File: config.mk
export PLATFORM = sky130hd
export DESIGN_NAME = sfx_sequencer
export DESIGN_NICKNAME = d
export VERILOG_FILES = /design/src/rtl/sfx_sequencer.sv
export SDC_FILE = /design/constraint.sdc
export NUM_CORES = 1
export LEC_CHECK = 0
export CAP_MARGIN = 25
export CORE_MARGIN = 3
export CORE_UTILIZATION = 45
export DETAILED_ROUTE_END_ITERATION = 6
export PLACE_DENSITY = 0.6
export SLEW_MARGIN = 20
export SYNTH_ARGS = -nofsm -noshare
export SYNTH_HDL_FRONTEND = slang
export SYNTH_SLANG_ARGS = --single-unit
export TNS_END_PERCENT = 30
File: constraint.sdc
create_clock -name clk -period 9 [get_ports clk]
set_input_delay 0.9 -clock clk [delete_from_list [all_inputs] [get_ports clk]]
set_output_delay 0.9 -clock clk [all_outputs]
set_load 0.1 [all_outputs]
File: src/rtl/sfx_sequencer.sv
// Sound-effect scheduler: picks the highest-priority event request, walks the
// effect's note list from a small ROM and drives a square wave onto the buzzer.
module sfx_sequencer #(
   parameter int unsigned TICK_DIV    = 100000,
   parameter int unsigned GAP_TICKS   = 10,
   parameter int unsigned PITCH_SHIFT = 0
) (
   input  logic       clk,
   input  logic       rst,
   input  logic       req_flap,
   input  logic       req_score,
   input  logic       req_coin,
   input  logic       req_crash,
   input  logic       mute,
   output logic       audio,
   output logic       busy,
   output logic [2:0] cur_fx,
   output logic       done
);

   localparam int unsigned HP_W  = 18;
   localparam int unsigned CYC_W = 32;
   localparam int unsigned FX_W  = 3;
   localparam int unsigned IDX_W = 2;
   localparam int unsigned DUR_W = 8;

   localparam logic [CYC_W-1:0] GAP_CYC = CYC_W'(GAP_TICKS * TICK_DIV);

   localparam logic [FX_W-1:0] FX_NONE  = FX_W'(0);
   localparam logic [FX_W-1:0] FX_FLAP  = FX_W'(1);
   localparam logic [FX_W-1:0] FX_SCORE = FX_W'(2);
   localparam logic [FX_W-1:0] FX_COIN  = FX_W'(3);
   localparam logic [FX_W-1:0] FX_CRASH = FX_W'(4);

   typedef enum logic [1:0] {
      IDLE = 2'd0,
      PLAY = 2'd1,
      GAP  = 2'd2
   } state_t;

   state_t             state_q, state_d;
   logic [FX_W-1:0]    fx_d;
   logic [IDX_W-1:0]   idx_q, idx_d;
   logic [CYC_W-1:0]   cyc_q, cyc_d;
   logic [HP_W-1:0]    hp_q, hp_d;
   logic               phase_q, phase_d;
   logic               audio_d, busy_d, done_d;

   logic [FX_W-1:0]    req_fx;
   logic [HP_W-1:0]    rom_hp;
   logic [DUR_W-1:0]   rom_dur;
   logic               rom_last;
   logic [HP_W-1:0]    hp_shift;
   logic [HP_W-1:0]    hp_top;
   logic [CYC_W-1:0]   note_cyc;
   logic               note_end;
   logic               fx_end;

   // Fixed priority: the effect code doubles as its priority rank.
   always_comb begin
      req_fx = FX_NONE;
      if (req_crash)      req_fx = FX_CRASH;
      else if (req_coin)  req_fx = FX_COIN;
      else if (req_score) req_fx = FX_SCORE;
      else if (req_flap)  req_fx = FX_FLAP;
   end

   // Note ROM: half-period in cycles and duration in ticks per (effect, note).
   always_comb begin
      rom_hp   = HP_W'(1);
      rom_dur  = DUR_W'(0);
      rom_last = 1'b1;
      case ({cur_fx, idx_q})
         {FX_FLAP,  2'd0}: begin rom_hp = 18'd63776;  rom_dur = 8'd40; end
         {FX_SCORE, 2'd0}: begin rom_hp = 18'd75873;  rom_dur = 8'd60; rom_last = 1'b0; end
         {FX_SCORE, 2'd1}: begin rom_hp = 18'd47756;  rom_dur = 8'd60; end
         {FX_COIN,  2'd0}: begin rom_hp = 18'd75873;  rom_dur = 8'd40; rom_last = 1'b0; end
         {FX_COIN,  2'd1}: begin rom_hp = 18'd63776;  rom_dur = 8'd40; rom_last = 1'b0; end
         {FX_COIN,  2'd2}: begin rom_hp = 18'd47756;  rom_dur = 8'd80; end
         {FX_CRASH, 2'd0}: begin rom_hp = 18'd113636; rom_dur = 8'd100; rom_last = 1'b0; end
         {FX_CRASH, 2'd1}: begin rom_hp = 18'd227273; rom_dur = 8'd200; end
         default: ;
      endcase
   end

   always_comb begin
      hp_shift = rom_hp >> PITCH_SHIFT;
      hp_top   = (hp_shift == HP_W'(0)) ? HP_W'(0) : hp_shift - 1'b1;
      note_cyc = CYC_W'(rom_dur) * CYC_W'(TICK_DIV);
      note_end = (state_q == PLAY) && (cyc_q == note_cyc - 1'b1);
      fx_end   = note_end && rom_last;
   end

   always_comb begin
      state_d = state_q;
      fx_d    = cur_fx;
      idx_d   = idx_q;
      cyc_d   = cyc_q + 1'b1;
      hp_d    = hp_q;
      phase_d = phase_q;
      busy_d  = busy;
      done_d  = 1'b0;

      case (state_q)
         IDLE: begin
            cyc_d = '0;
         end
         PLAY: begin
            if (hp_q == hp_top) begin
               hp_d    = '0;
               phase_d = ~phase_q;
            end else begin
               hp_d = hp_q + 1'b1;
            end
            if (note_end) begin
               cyc_d   = '0;
               hp_d    = '0;
               phase_d = 1'b0;
               if (rom_last) begin
                  state_d = IDLE;
                  fx_d    = FX_NONE;
                  idx_d   = '0;
                  busy_d  = 1'b0;
                  done_d  = 1'b1;
               end else begin
                  state_d = GAP;
               end
            end
         end
         GAP: begin
            phase_d = 1'b0;
            if (cyc_q == GAP_CYC - 1'b1) begin
               state_d = PLAY;
               idx_d   = idx_q + 1'b1;
               cyc_d   = '0;
               hp_d    = '0;
            end
         end
         default: state_d = IDLE;
      endcase

      // New effect from idle, by strict-priority preemption, or on the finishing edge.
      if ((req_fx != FX_NONE) &&
          ((state_q == IDLE) || (req_fx > cur_fx) || fx_end)) begin
         state_d = PLAY;
         fx_d    = req_fx;
         idx_d   = '0;
         cyc_d   = '0;
         hp_d    = '0;
         phase_d = 1'b0;
         busy_d  = 1'b1;
      end

      audio_d = phase_d & ~mute;
   end

   always_ff @(posedge clk) begin
      if (rst) begin
         state_q <= IDLE;
         cur_fx  <= FX_NONE;
         idx_q   <= '0;
         cyc_q   <= '0;
         hp_q    <= '0;
         phase_q <= 1'b0;
         audio   <= 1'b0;
         busy    <= 1'b0;
         done    <= 1'b0;
      end else begin
         state_q <= state_d;
         cur_fx  <= fx_d;
         idx_q   <= idx_d;
         cyc_q   <= cyc_d;
         hp_q    <= hp_d;
         phase_q <= phase_d;
         audio   <= audio_d;
         busy    <= busy_d;
         done    <= done_d;
      end
   end

endmodule

Word level (Yosys, flattened, before mapping)
Index checks and enable logic that the tools add are counted.
Widths: inputs -> output; s select.
{"block": "totals", "regBits": 61, "inputBits": 7, "output_inout_bits": 6, "elab_cells": 103}
{"block": "op_classes", "n_addsub": 5, "n_mul": 1, "order_cmp": 1, "n_eq_ne": 20, "mux": 36, "bitwise_logic": 6, "n_reduce_logical": 24}
{"cell": "$pmux 32 s3", "count": 1}
{"cell": "$pmux 18 s5", "count": 1}
{"cell": "$mux 18", "count": 4}
{"cell": "$mux 32", "count": 2}
{"cell": "$pmux 8 s5", "count": 1}
{"cell": "$pmux 18 s2", "count": 1}
{"cell": "$add 32x1->32 const B", "count": 1}
{"cell": "$eq 32x20->1 const B", "count": 1}
{"cell": "$eq 32x32->1", "count": 1}
{"cell": "$sub 25x1->26 const B", "count": 1}
{"cell": "$eq 5x4->1 const B", "count": 5}
{"cell": "$mul 8x12->20 const B", "count": 1}
{"cell": "$add 18x1->18 const B", "count": 1}
{"cell": "$eq 18x18->1", "count": 1}
{"cell": "$logic_not 18->1", "count": 1}
{"cell": "$sub 18x1->18 const B", "count": 1}
{"cell": "$mux 2", "count": 8}
{"cell": "$mux 3", "count": 5}
{"cell": "$eq 5x5->1 const B", "count": 2}
{"cell": "$mux 1", "count": 10}
{"cell": "$reduce_or 2->1", "count": 5}
{"cell": "$reduce_and 3->1", "count": 3}
{"cell": "$ne 2x2->1 const B", "count": 3}
{"cell": "$pmux 2 s3", "count": 1}
{"cell": "21 further kinds", "count": 32}

Logic depth before layout (Yosys ltp)
Gate-level depths: netlist (run 1).
{"block": "depth", "word_depth": 12, "ltp_mapped": 27, "mapped_depth_nobuf": 25}

Worst setup path before layout (run 1)
Ideal clock, no wire load.
{"block": "synth_timing", "kind": "reg-to-reg", "start": "register cur_fx[2]", "end": "register cyc_q[24]", "setup_ps": 115, "t_arrival_ps": 7079, "required_ps": 8885, "path_slack_ps": 1806, "stages_incl_launch_ff": 24, "path_buffers": 3, "period_less_slack_ps": 7194, "cell_sequence": "dfxtp_1 -> clkbuf_1 -> nor3b_1 -> and2_1 -> clkbuf_1 -> nor2_1 -> ha_1 -> ha_1 -> fa_1 -> ha_1 -> ha_1 -> fa_1 -> a211oi_2 -> nor3b_1 -> a2111oi_2 -> nor2_1 -> or3_4 -> nor4_4 -> mux2i_1 -> nor4_4 -> a21boi_2 -> o311ai_4 -> buf_6 -> nor2_2"}
{"block": "synth_between", "elab_chain_len": 11, "word_cells_on_any_way": 25, "classes_between": "add/sub: 1; mul: 1; order compare: 1; eq/ne: 9; mux: 4; reduce/logical: 9"}
{"item": "start, declared", "line": "17", "text": "output logic [2:0] cur_fx,"}
{"item": "start signal, assigned", "line": "160", "text": "cur_fx <= FX_NONE;"}
{"item": "start signal, assigned", "line": "170", "text": "cur_fx <= fx_d;"}
{"item": "$eq 5x4->1 or $eq 5x3->1 (tied branches)", "line": "73", "text": "case ({cur_fx, idx_q})"}
{"item": "$reduce_or 3->1 (no line) or $reduce_or 2->1 (tied branches)"}
{"item": "$pmux 8 s5", "line": "73"}
{"item": "$mul 8x12->20", "line": "89", "text": "note_cyc = CYC_W'(rom_dur) * CYC_W'(TICK_DIV);"}
{"item": "$sub 25x1->26", "line": "90", "text": "note_end = (state_q == PLAY) && (cyc_q == note_cyc - 1'b1);"}
{"item": "$eq 32x32->1", "line": "90"}
{"item": "$logic_and 1x1->1", "line": "90"}
{"item": "$logic_and 1x1->1", "line": "91", "text": "fx_end = note_end && rom_last;"}
{"item": "$logic_or 1x1->1", "line": "144", "text": "((state_q == IDLE) || (req_fx > cur_fx) || fx_end)) begin"}
{"item": "$logic_and 1x1->1", "line": "143", "text": "if ((req_fx != FX_NONE) &&"}
{"item": "$reduce_or 2->1 (no line)"}
{"item": "end signal, assigned", "line": "172", "text": "cyc_q <= cyc_d;"}
{"item": "end, declared", "line": "44", "text": "logic [CYC_W-1:0] cyc_q, cyc_d;"}
Parallel ways exist; a longest one is shown, timed or not.
A chain may end at the register's enable or synchronous reset.

Worst setup path after layout (run 1)
{"block": "layout_timing", "start": "register idx_q[0]", "end": "register hp_q[8]"}
{"block": "layout_between", "elab_chain_len": 11, "word_cells_on_any_way": 32, "classes_between": "add/sub: 2; mul: 1; eq/ne: 10; mux: 7; reduce/logical: 12"}
{"item": "start, declared", "line": "43", "text": "logic [IDX_W-1:0] idx_q, idx_d;"}
{"item": "start signal, assigned", "line": "171", "text": "idx_q <= idx_d;"}
{"item": "$eq 5x4->1 or $eq 5x3->1 (tied branches)", "line": "73"}
{"item": "$reduce_or 3->1 (no line) or $reduce_or 2->1 (tied branches)"}
{"item": "$pmux 8 s5", "line": "73"}
{"item": "$mul 8x12->20", "line": "89"}
{"item": "$sub 25x1->26", "line": "90"}
{"item": "$eq 32x32->1", "line": "90"}
{"item": "$logic_and 1x1->1", "line": "90"}
{"item": "$logic_and 1x1->1", "line": "91"}
{"item": "$logic_or 1x1->1", "line": "144"}
{"item": "$logic_and 1x1->1", "line": "143"}
{"item": "$reduce_or 2->1 (no line)"}
{"item": "end signal, assigned", "line": "173", "text": "hp_q <= hp_d;"}
{"item": "end, declared", "line": "45", "text": "logic [HP_W-1:0] hp_q, hp_d;"}
Parallel ways exist; a longest one is shown, timed or not.

==> results.yml, run 1 <==
outcome:
  outcome: "complete, no violations"
floorplan:
  fp-row-count: 40
  io_pins: 13
  die_w_um: 120
  dieArea_um2: 14300
  die_h_um: 120
  coreArea_um2: 12300
  start_util_pct: 47.1
sta:
  finalHoldViolations: 0
  rsz0062_at_grt: "false"
  fin_crit_sh_pct: 85.4
  worstMarginPinSlew_ns: 1.01
  fmax_mhz: 130
  drv_slew: 0
  finalSetupViolations: 0
  whs_ns: 0.469
  fin_skew_ns: 0.00764
  min_period_ns: 7.69
  slew-limit-headroom_pct: 32.4
  setup_tns_ns: 0
logic_synthesis:
  async_reset_ff_share_pct: 0
  synth-main-ff-cell: "dfxtp_1"
  yosysTopAreaCell: "dfxtp_1"
  synth_seq_cells: 61
  synth_area_per_cell_um2: 8.01
  synth_nets: 799
  syn_inst: 725
  synthTopCellsByArea: "dfxtp_1 (21%), ha_1 (14%), xnor2_1 (5.4%)"
  yosysSeqAreaShare_pct: 21.0
  synth_cell_types: 79
  synth_warnings: 0
  syn_area_um2: 5800
  synth_top_area_share_pct: 21.0
  synth_edf_count: 0
drt:
  first_pass_iters: 5
  dr.max_layer_used: "met4"
  routed_wl_um: 14100
  drtAntennaViolNets: 0
  drt-met1-wl_um: 6470
  met2WireLength_um: 6810
  drcViolationCount: 0
  met3WireLength_um: 461
  viasPerCell: 5.69
  vias: 5122
  routedWlPerCell_um: 15.7
  drt_iter0_markers: 257
cts:
  clk_path_buf_depth: 2
  clock_sinks: 61
  cts_made_buffers: 9
  h-tree-depth: 3
  hold_buffers: 0
  worstSkewPairLatency_ns: 0.34
  clk_pin_slew_worst_paths_ns: 0.06
  cts_root_buf: "clkbuf_16"
  post_cts_buffers: 0
  cts_resized: 0
  cts_tree: "built"
layout:
  diodes: 0
  nets: 801
  layout_common_cells: "nand2_1 (83), ha_1 (63), dfxtp_1 (61), nor2_1 (59), nand3_1 (38)"
  mostFrequentLayoutCell: "nand2_1"
  fin_area_um2: 6340
  post-route-util_pct: 51.5
  area_growth_pct: 9.29
  layout-drive-gt1-share_pct: 9.70
worst_setup_path:
  end_kind: "flip-flop"
  startpoint_type: "flip-flop"
  critPathRequiredTime_ns: 9.25
  worstPathMaxFanout: 23
  critPathKind: "reg2reg"
  crit_arrival_ns: 7.93
pwr:
  peakVddDrop_uv: 99.4
  p_leak_uw: 0.00246
  power.total_uw: 1060
  powerDensity_nw_per_um2: 167
grt:
  first_global_vias: 5102
  grt_max_degree: 33
  grt_usage_pct: 20.5
  grt_pass1_wl_um: 24100
  grt_overflow: 0
  antenna_found_initial: 0
worst_hold_path:
  min_path_type: "reg2reg"
placed_design:
  routabilityCongestion: 0.904
  place_area_um2: 6040
  portBuffers: 12
  dp_hpwl_um: 11000
flow_run:
  drv_cap: 0
[area by class of cell]
type / instances / area (µm²)
Tap cell: 168 / 210
Clock inverter: 5 / 75.1
Timing Repair Buffer: 14 / 135
Inverter: 32 / 120
Clock buffer: 11 / 233
Sequential cell: 61 / 1220
Multi-Input combinational cell: 609 / 4350
Fill cell: 1222 / 5970
[layer usage]
layer / GRT usage (%) / up-vias
met4: 7.44 / 0
met1: 25.0 / 2394
met5: 0 / -
li1: - / 2606
met3: 4.29 / 27
met2: 35.6 / 95
[final timing paths]
kind | start | end | slack [ns] | cells after the start
worst max-delay path | idx_q[0] | hp_q[8] | 1.31 | 24
worst max register to register | idx_q[0] | hp_q[8] | 1.31 | 24
worst min register to register | cyc_q[0] | cyc_q[0] | 0.47 | 1
worst min-delay path | cyc_q[0] | cyc_q[0] | 0.47 | 1
[critical path: stages, from the launching register on]
cell and delay (ns):
dfxtp_1 0.33, inv_1 0.08, ha_1 0.33, or2_2 0.21
nand2_1 0.07, mux2i_1 0.21, nor2b_1 0.48, inv_1 0.10
ha_1 0.39, ha_1 0.32, fa_1 0.46, ha_1 0.31
ha_1 0.24, fa_1 0.43, a211oi_2 0.31, o31a_2 0.29
xor2_1 0.25, nand4_1 0.22, or3_4 0.41, nor4_4 0.29
mux2i_1 0.46, nor4_4 0.15, a21oi_2 0.31, nand2_1 0.56
a31oi_1 0.37
[power by group]
part / internal (µW) / switching [µW] / total (µW) / leakage (µW)
combinational: 162 / 255 / 418 / 0.00181
sequential: 273 / 7.04 / 280 / 0.000493
clock: 241 / 121 / 362 / 0.000153
total: 676 / 384 / 1060 / 0.00246
[synthesized netlist by cell type, types with 3 or more instances]
library cell  number
nor4b_1            7
and2_1             4
o32ai_1            3
and3_1            17
dfxtp_1           61
a31oi_1           18
nand3_1           38
ha_1              63
o22ai_1            3
nor4_1             9
a21oi_1           25
or4_1              5
or2_2              5
buf_2              7
nor3_1            16
a21o_1             7
xor2_1            34
or3_1              7
xnor2_1           36
nand2_1           83
nor2b_1           10
nand2b_1           8
clkbuf_1          12
o211a_1            3
o211ai_1           4
a211oi_1           4
nor2_1            59
nor3b_1            8
o31ai_1            3
nand3b_1          10
nor2_2            20
mux2i_1            6
a21boi_0           3
o21a_1             7
fa_1               4
o21ai_0           19
o21ba_2            3
buf_6              4
inv_1             32
nand4_1            8
[logic make-up after synthesis]
kind of cell / Yosys count / synth area share [%]
AND/OR/NAND/NOR: 329 / 30.4
AO/OA/AOI/OAI: 136 / 17.3
XOR/XNOR: 71 / 11.0
adder cells (fa/ha/maj): 67 / 15.0
flip-flops: 61 / 21.0
buffers and inverters: 55 / 4.22
multiplexers: 6 / 1.03
[per-stage QoR]
step	std cells	worst slack, ns
finish	900	1.31
global route	900	0.668
CTS	900	1.32
detailed placement	884	1.38
global placement	884	1.25
floorplan	725	1.81
[state kept, by name (all words and copies together) (netlist names), 2 cells and up]
name / cells
hp_q: 18
cyc_q: 32
state_q: 2
cur_fx: 3
idx_q: 2
Power figures use the tool's default switching activity.
==> run 2: changes to the inputs <==
--- a/config.mk
+++ b/config.mk
@@ -10,6 +10,7 @@
 export CORE_UTILIZATION = 45
 export DETAILED_ROUTE_END_ITERATION = 6
 export PLACE_DENSITY = 0.6
+export SKIP_CTS_REPAIR_TIMING = 1
 export SLEW_MARGIN = 20
 export SYNTH_ARGS = -nofsm -noshare
 export SYNTH_HDL_FRONTEND = slang
==> constraint.sdc (replaced) <==
create_clock -name clk -period 9.5 [get_ports clk]
set_input_delay 0.95 -clock clk [delete_from_list [all_inputs] [get_ports clk]]
set_output_delay 0.95 -clock clk [all_outputs]
set_load 0.1 [all_outputs]
==> run 2 against run 1 <==
  * Critical path depth rose by 1
  * Sequential cell count did not move
  * Power fell by 4.7%
  * Maximum frequency fell by 0.99%
  * Global-route usage fell by 0.12 points
  * Largest cell class unchanged
  * Highest routed layer unchanged
==> results.yml, run 2 (synthesis gave the netlist of run 1 again) <==
pwr:
  p_leak_uw: 0.00246
  peakVddDrop_uv: 92.0
  power.switching_uw: 369
  p_comb_share_pct: 39.4
  switching_share_pct: 36.5
  pwr-share-clk_pct: 34.3
  seqPwrFrac_pct: 26.3
  internal_power_uw: 641
  powerDensity_nw_per_um2: 159
sta:
  fin_crit_sh_pct: 81.7
  slew-limit-headroom_pct: 31.5
  fmax_mhz: 129
  drv_slew: 0
  rsz0062_at_grt: "false"
  min_period_ns: 7.76
  worstMarginPinSlew_ns: 1.02
  finalHoldViolations: 0
  setup_tns_ns: 0
  finalSetupViolations: 0
  fin_skew_ns: 0.00890
grt:
  grt_usage_pct: 20.4
  antenna_found_initial: 0
  grt_overflow: 0
  grt_max_degree: 33
  grt_pass1_wl_um: 23800
  first_global_vias: 5020
drt:
  drcViolationCount: 0
  routedWlPerCell_um: 15.7
  drtAntennaViolNets: 0
  first_pass_iters: 5
  drt_iter0_markers: 307
  routed_wl_um: 14100
  viasPerCell: 5.71
  vias: 5136
worst_setup_path:
  end_kind: "flip-flop"
  critPathKind: "reg2reg"
  worstPathMaxFanout: 32
  startpoint_type: "flip-flop"
  max_stage_delay_ns: 0.59
  cp_num_buf_inv: 3
  r2r-start: "idx_q[0]"
  worstSetupStartpoint: "idx_q[0]"
  cpMostUsedCell: "ha_1"
  crit_arrival_ns: 7.97
  critPathRequiredTime_ns: 9.70
  critPathTopFamily: "adder cells"
  slowest_stage: "nor4_4"
placed_design:
  portBuffers: 12
  dp_hpwl_um: 10900
  routabilityCongestion: 0.904
  dp.cells: 884
layout:
  layout_common_cells: "nand2_1 (83), ha_1 (63), dfxtp_1 (61), nor2_1 (59), nand3_1 (38)"
  final_cells: 900
  top_register: "cyc_q"
  mostFrequentLayoutCell: "nand2_1"
  layout-drive-gt1-share_pct: 9.70
  top_regs: "cyc_q: 32 flops, hp_q: 18 flops, cur_fx: 3 flops"
  diodes: 0
  nets: 801
  largest_register_ffs: 32
  fillers: 1250
  area_growth_pct: 9.29
floorplan:
  coreArea_um2: 12300
  fp-row-count: 40
  start_util_pct: 47.1
  die_w_um: 120
  die_h_um: 120
  dieArea_um2: 14300
  io_pins: 13
worst_hold_path:
  min_path_type: "reg2reg"
  min_from: "cyc_q[0]"
cts:
  h-tree-depth: 3
  cts_root_buf: "clkbuf_16"
  clk_path_buf_depth: 2
  cts_tree: "built"
  clock_sinks: 61
  worstSkewPairLatency_ns: 0.34
  cts_made_buffers: 9
  clk_pin_slew_worst_paths_ns: 0.05
outcome:
  outcome: "complete, no violations"
flow_run:
  drv_cap: 0
[run 2: layout make-up]
| class | count | area (µm²) | area share [%] |
|---|---|---|---|
| tap | 168 | 210 | 3.31 |
| timing repair buffer | 14 | 135 | 2.13 |
| inverter | 32 | 120 | 1.89 |
| clock inverter | 5 | 75.1 | 1.18 |
| clock buffer | 11 | 233 | 3.67 |
| sequential | 61 | 1220 | 19.3 |
| multi-input combinational | 609 | 4350 | 68.6 |
[run 2: worst register-to-register path, stage by stage (launching register included)]
cell and delay, ns:
dfxtp_1 0.33, inv_1 0.08, ha_1 0.36, or2_2 0.22
nand2_1 0.07, mux2i_1 0.22, nor2b_1 0.47, inv_1 0.09
ha_1 0.40, ha_1 0.33, fa_1 0.46, ha_1 0.31
ha_1 0.24, fa_1 0.43, a211oi_2 0.32, o31a_2 0.29
xor2_1 0.24, nand4_1 0.21, or3_4 0.40, nor4_4 0.28
mux2i_1 0.21, nor4_4 0.59, a21boi_2 0.20, o311ai_4 0.30
buf_4 0.44, nor2_1 0.12
[run 2: path summary, 6_finish.rpt]
kind	endpoint	slack [ns]	depth (start not counted)
hold reg to reg	cyc_q[0]	0.47	1
hold / removal	cyc_q[0]	0.47	1
setup reg to reg	cyc_q[18]	1.74	25
setup / recovery	cyc_q[18]	1.74	25
[run 2: through the flow]
step                      hold slack (ns)  worst slack [ns]  power [µW]  area (µm²)  utilization, %
after floorplan                     0.435              2.31         583        5800               -
after global placement              0.450              1.75         658        6030            49.0
after detailed placement            0.461              1.82         662        6040            49.0
after CTS                           0.475              1.77        1010        6340            51.5
after global routing                0.499              1.23        1070        6340            51.5
final                               0.470              1.74        1010        6340            51.5
[run 2: power groups by stage]
| stage | combinational, µW | sequential [µW] | clock (µW) |
|---|---|---|---|
| after floorplan | 304 | 278 | 0 |
| after global placement | 388 | 271 | 0 |
| after detailed placement | 391 | 271 | 0 |
| after CTS | 396 | 265 | 354 |
| after global routing | 443 | 266 | 364 |
| final | 398 | 266 | 347 |
[run 2: metal layers]
metal / global-route usage [%] / vias up / share of wire, %
li1: - / 2609 / -
met1: 25.4 / 2401 / 46
met2: 35.0 / 104 / 49
met3: 3.53 / 22 / 3.3
met4: 7.73 / 0 / 2.3
met5: 0 / - / 0
==> run 3: changes to the inputs <==
--- a/config.mk
+++ b/config.mk
@@ -9,7 +9,7 @@
 export CORE_MARGIN = 3
 export CORE_UTILIZATION = 45
 export DETAILED_ROUTE_END_ITERATION = 6
-export PLACE_DENSITY = 0.6
+export PLACE_DENSITY = 0.62
 export SKIP_CTS_REPAIR_TIMING = 1
 export SLEW_MARGIN = 20
 export SYNTH_ARGS = -nofsm -noshare
==> constraint.sdc (replaced) <==
create_clock -name clk -period 6.7 [get_ports clk]
set_input_delay 0.67 -clock clk [delete_from_list [all_inputs] [get_ports clk]]
set_output_delay 0.67 -clock clk [all_outputs]
set_load 0.1 [all_outputs]
==> run 3 against run 2 <==
  * Clock power up 56%
  * Sequential power up 41%
  * Die area unchanged
  * Register-to-register slack worse by 1.4 ns
  * Sequential share of layout area down 1.4 points
  * Global-route usage down 0.95 points
  * Critical path depth unchanged
  * Wire length down 2.3%
  * Clock skew about the same
  * Design area up 8.5%
  * Non-clock buffer count up 31
  * First-iteration DRC count down 22%
  * Critical endpoint is now idx_q[0]
  * Highest routed layer unchanged
==> results.yml, run 3 (synthesis gave the netlist of run 1 again) <==
grt:
  grt_usage_pct: 19.4
  grt_overflow: 0
  grt_max_degree: 31
  grt_pass1_wl_um: 23200
  first_global_vias: 4974
  antenna_found_initial: 0
worst_setup_path:
  critPathRequiredTime_ns: 6.96
  worst_r2r_endpoint: "idx_q[0]"
  critPathKind: "reg2reg"
  r2r_cells: 25
  crit_arrival_ns: 6.64
  startpoint_type: "flip-flop"
  worstPathMaxFanout: 9
  end_kind: "flip-flop"
  ff2ff_setup_slack_ns: 0.32
  endpoint: "idx_q[0]"
  r2r-start: "idx_q[0]"
  worstSetupStartpoint: "idx_q[0]"
placed_design:
  place_ws_ns: -0.139
  portBuffers: 12
  dp_hpwl_um: 10700
  place_area_um2: 6260
  routabilityCongestion: 0.907
pwr:
  pwr-share-clk_pct: 34.9
  seqPwrFrac_pct: 24.1
  switching_share_pct: 35.5
  p_comb_share_pct: 41.0
  power.switching_uw: 551
  p_leak_uw: 0.00270
  powerDensity_nw_per_um2: 225
  peakVddDrop_uv: 149
  internal_power_uw: 1000
  power.total_uw: 1550
drt:
  first_pass_iters: 6
  drtAntennaViolNets: 0
  vias: 5280
  drt_iter0_markers: 239
  drcViolationCount: 0
  routed_wl_um: 13800
  routedWlPerCell_um: 14.8
  viasPerCell: 5.67
layout:
  fin_area_um2: 6880
  top_register: "cyc_q"
  fillers: 1157
  diodes: 0
  top_regs: "cyc_q: 32 flops, hp_q: 18 flops, cur_fx: 3 flops"
  layout-drive-gt1-share_pct: 18.1
  nets: 832
  area_growth_pct: 18.5
  mostFrequentLayoutCell: "nand2_1"
  layout_common_cells: "nand2_1 (80), ha_1 (59), nor2_1 (58), dfxtp_1 (57), nand3_1 (38)"
  largest_register_ffs: 32
  post-route-util_pct: 55.9
cts:
  cts_made_buffers: 9
  h-tree-depth: 3
  clk_path_buf_depth: 2
  clk_pin_slew_worst_paths_ns: 0.06
  cts_tree: "built"
  clock_sinks: 61
  cts_root_buf: "clkbuf_16"
  worstSkewPairLatency_ns: 0.34
sta:
  fmax_mhz: 157
  fin_ws_ns: 0.320
  finalHoldViolations: 0
  setup_tns_ns: 0
  finalSetupViolations: 0
  slew-limit-headroom_pct: 34.8
  worstMarginPinSlew_ns: 0.975
  min_period_ns: 6.38
  drv_slew: 0
  fin_crit_sh_pct: 95.2
  fin_skew_ns: 0.00887
floorplan:
  coreArea_um2: 12300
  die_h_um: 120
  die_w_um: 120
  fp-row-count: 40
  io_pins: 13
  dieArea_um2: 14300
  start_util_pct: 47.1
outcome:
  outcome: "complete, no violations"
flow_run:
  drv_cap: 0
worst_hold_path:
  min_path_type: "reg2reg"
==> run 3: cell count changes in the layout (fill, tap and decap cells not counted), moves of 3 or more <==
cell	previous run	this run
ha_1	63	59
nand2_1	83	80
dfxtp_1	61	57
buf_12	0	4
nand2_2	0	3
buf_4	2	28
dfxtp_2	0	3
==> run 3: power by group through the flow <==
stage | Clock, µW | Sequential (µW) | Combinational [µW]
floorplan | 0 | 395 | 431
global placement | 0 | 382 | 572
detailed placement | 0 | 382 | 582
CTS | 548 | 374 | 587
global route | 568 | 375 | 701
finish | 541 | 374 | 636
==> run 3: worst min path at each step <==
| stage | start | endpoint | slack, ns | depth (start not counted) |
|---|---|---|---|---|
| floorplan | cyc_q[0] | cyc_q[0] | 0.44 | 1 |
| global placement | cyc_q[0] | cyc_q[0] | 0.45 | 1 |
| detailed placement | cyc_q[0] | cyc_q[0] | 0.45 | 1 |
| CTS | cyc_q[0] | cyc_q[0] | 0.47 | 1 |
| global route | idx_q[0] | idx_q[0] | 0.50 | 2 |
| finish | cyc_q[0] | cyc_q[0] | 0.47 | 1 |
==> run 3: routing by layer <==
layer | part of all wire (%) | vias up | GRT usage [%]
met3 | 2.9 | 15 | 3.30
met4 | 1.7 | 0 | 6.51
met1 | 49 | 2507 | 26.5
met5 | 0 | - | 0
li1 | - | 2673 | -
met2 | 46 | 85 | 31.1
==> run 3: worst max-delay path, cell delays in order, from the launching register on <==
cell,delay [ns]
dfxtp_2,0.33
inv_1,0.07
ha_1,0.17
buf_4,0.16
nand2_1,0.09
mux2i_2,0.19
nor2b_4,0.20
inv_1,0.05
ha_1,0.29
ha_1,0.30
fa_1,0.45
ha_1,0.31
ha_2,0.21
fa_1,0.51
or4_4,0.45
nor2_4,0.13
nand2_2,0.09
xnor2_1,0.15
xnor2_1,0.20
nand4_1,0.13
or4_4,0.57
nor4_4,0.40
buf_6,0.19
a41oi_2,0.15
or3b_1,0.38
a21oi_1,0.14
==> run 3: area by class of cell <==
type                    count  area [µm²]  area share [%]
clock buffers               9         225            3.27
clock inverters             7         121            1.76
inverters                  32         120            1.75
multi-input cells         609        4550            66.2
flip-flops and latches     61        1230            17.9
well taps                 168         210            3.06
repair buffers             45         422            6.13
==> run 3: metrics by stage <==
step	hold WS [ns]	instances
floorplan	0.435	725
global placement	0.447	909
detailed placement	0.454	909
CTS	0.470	925
global route	0.497	931
finish	0.466	931
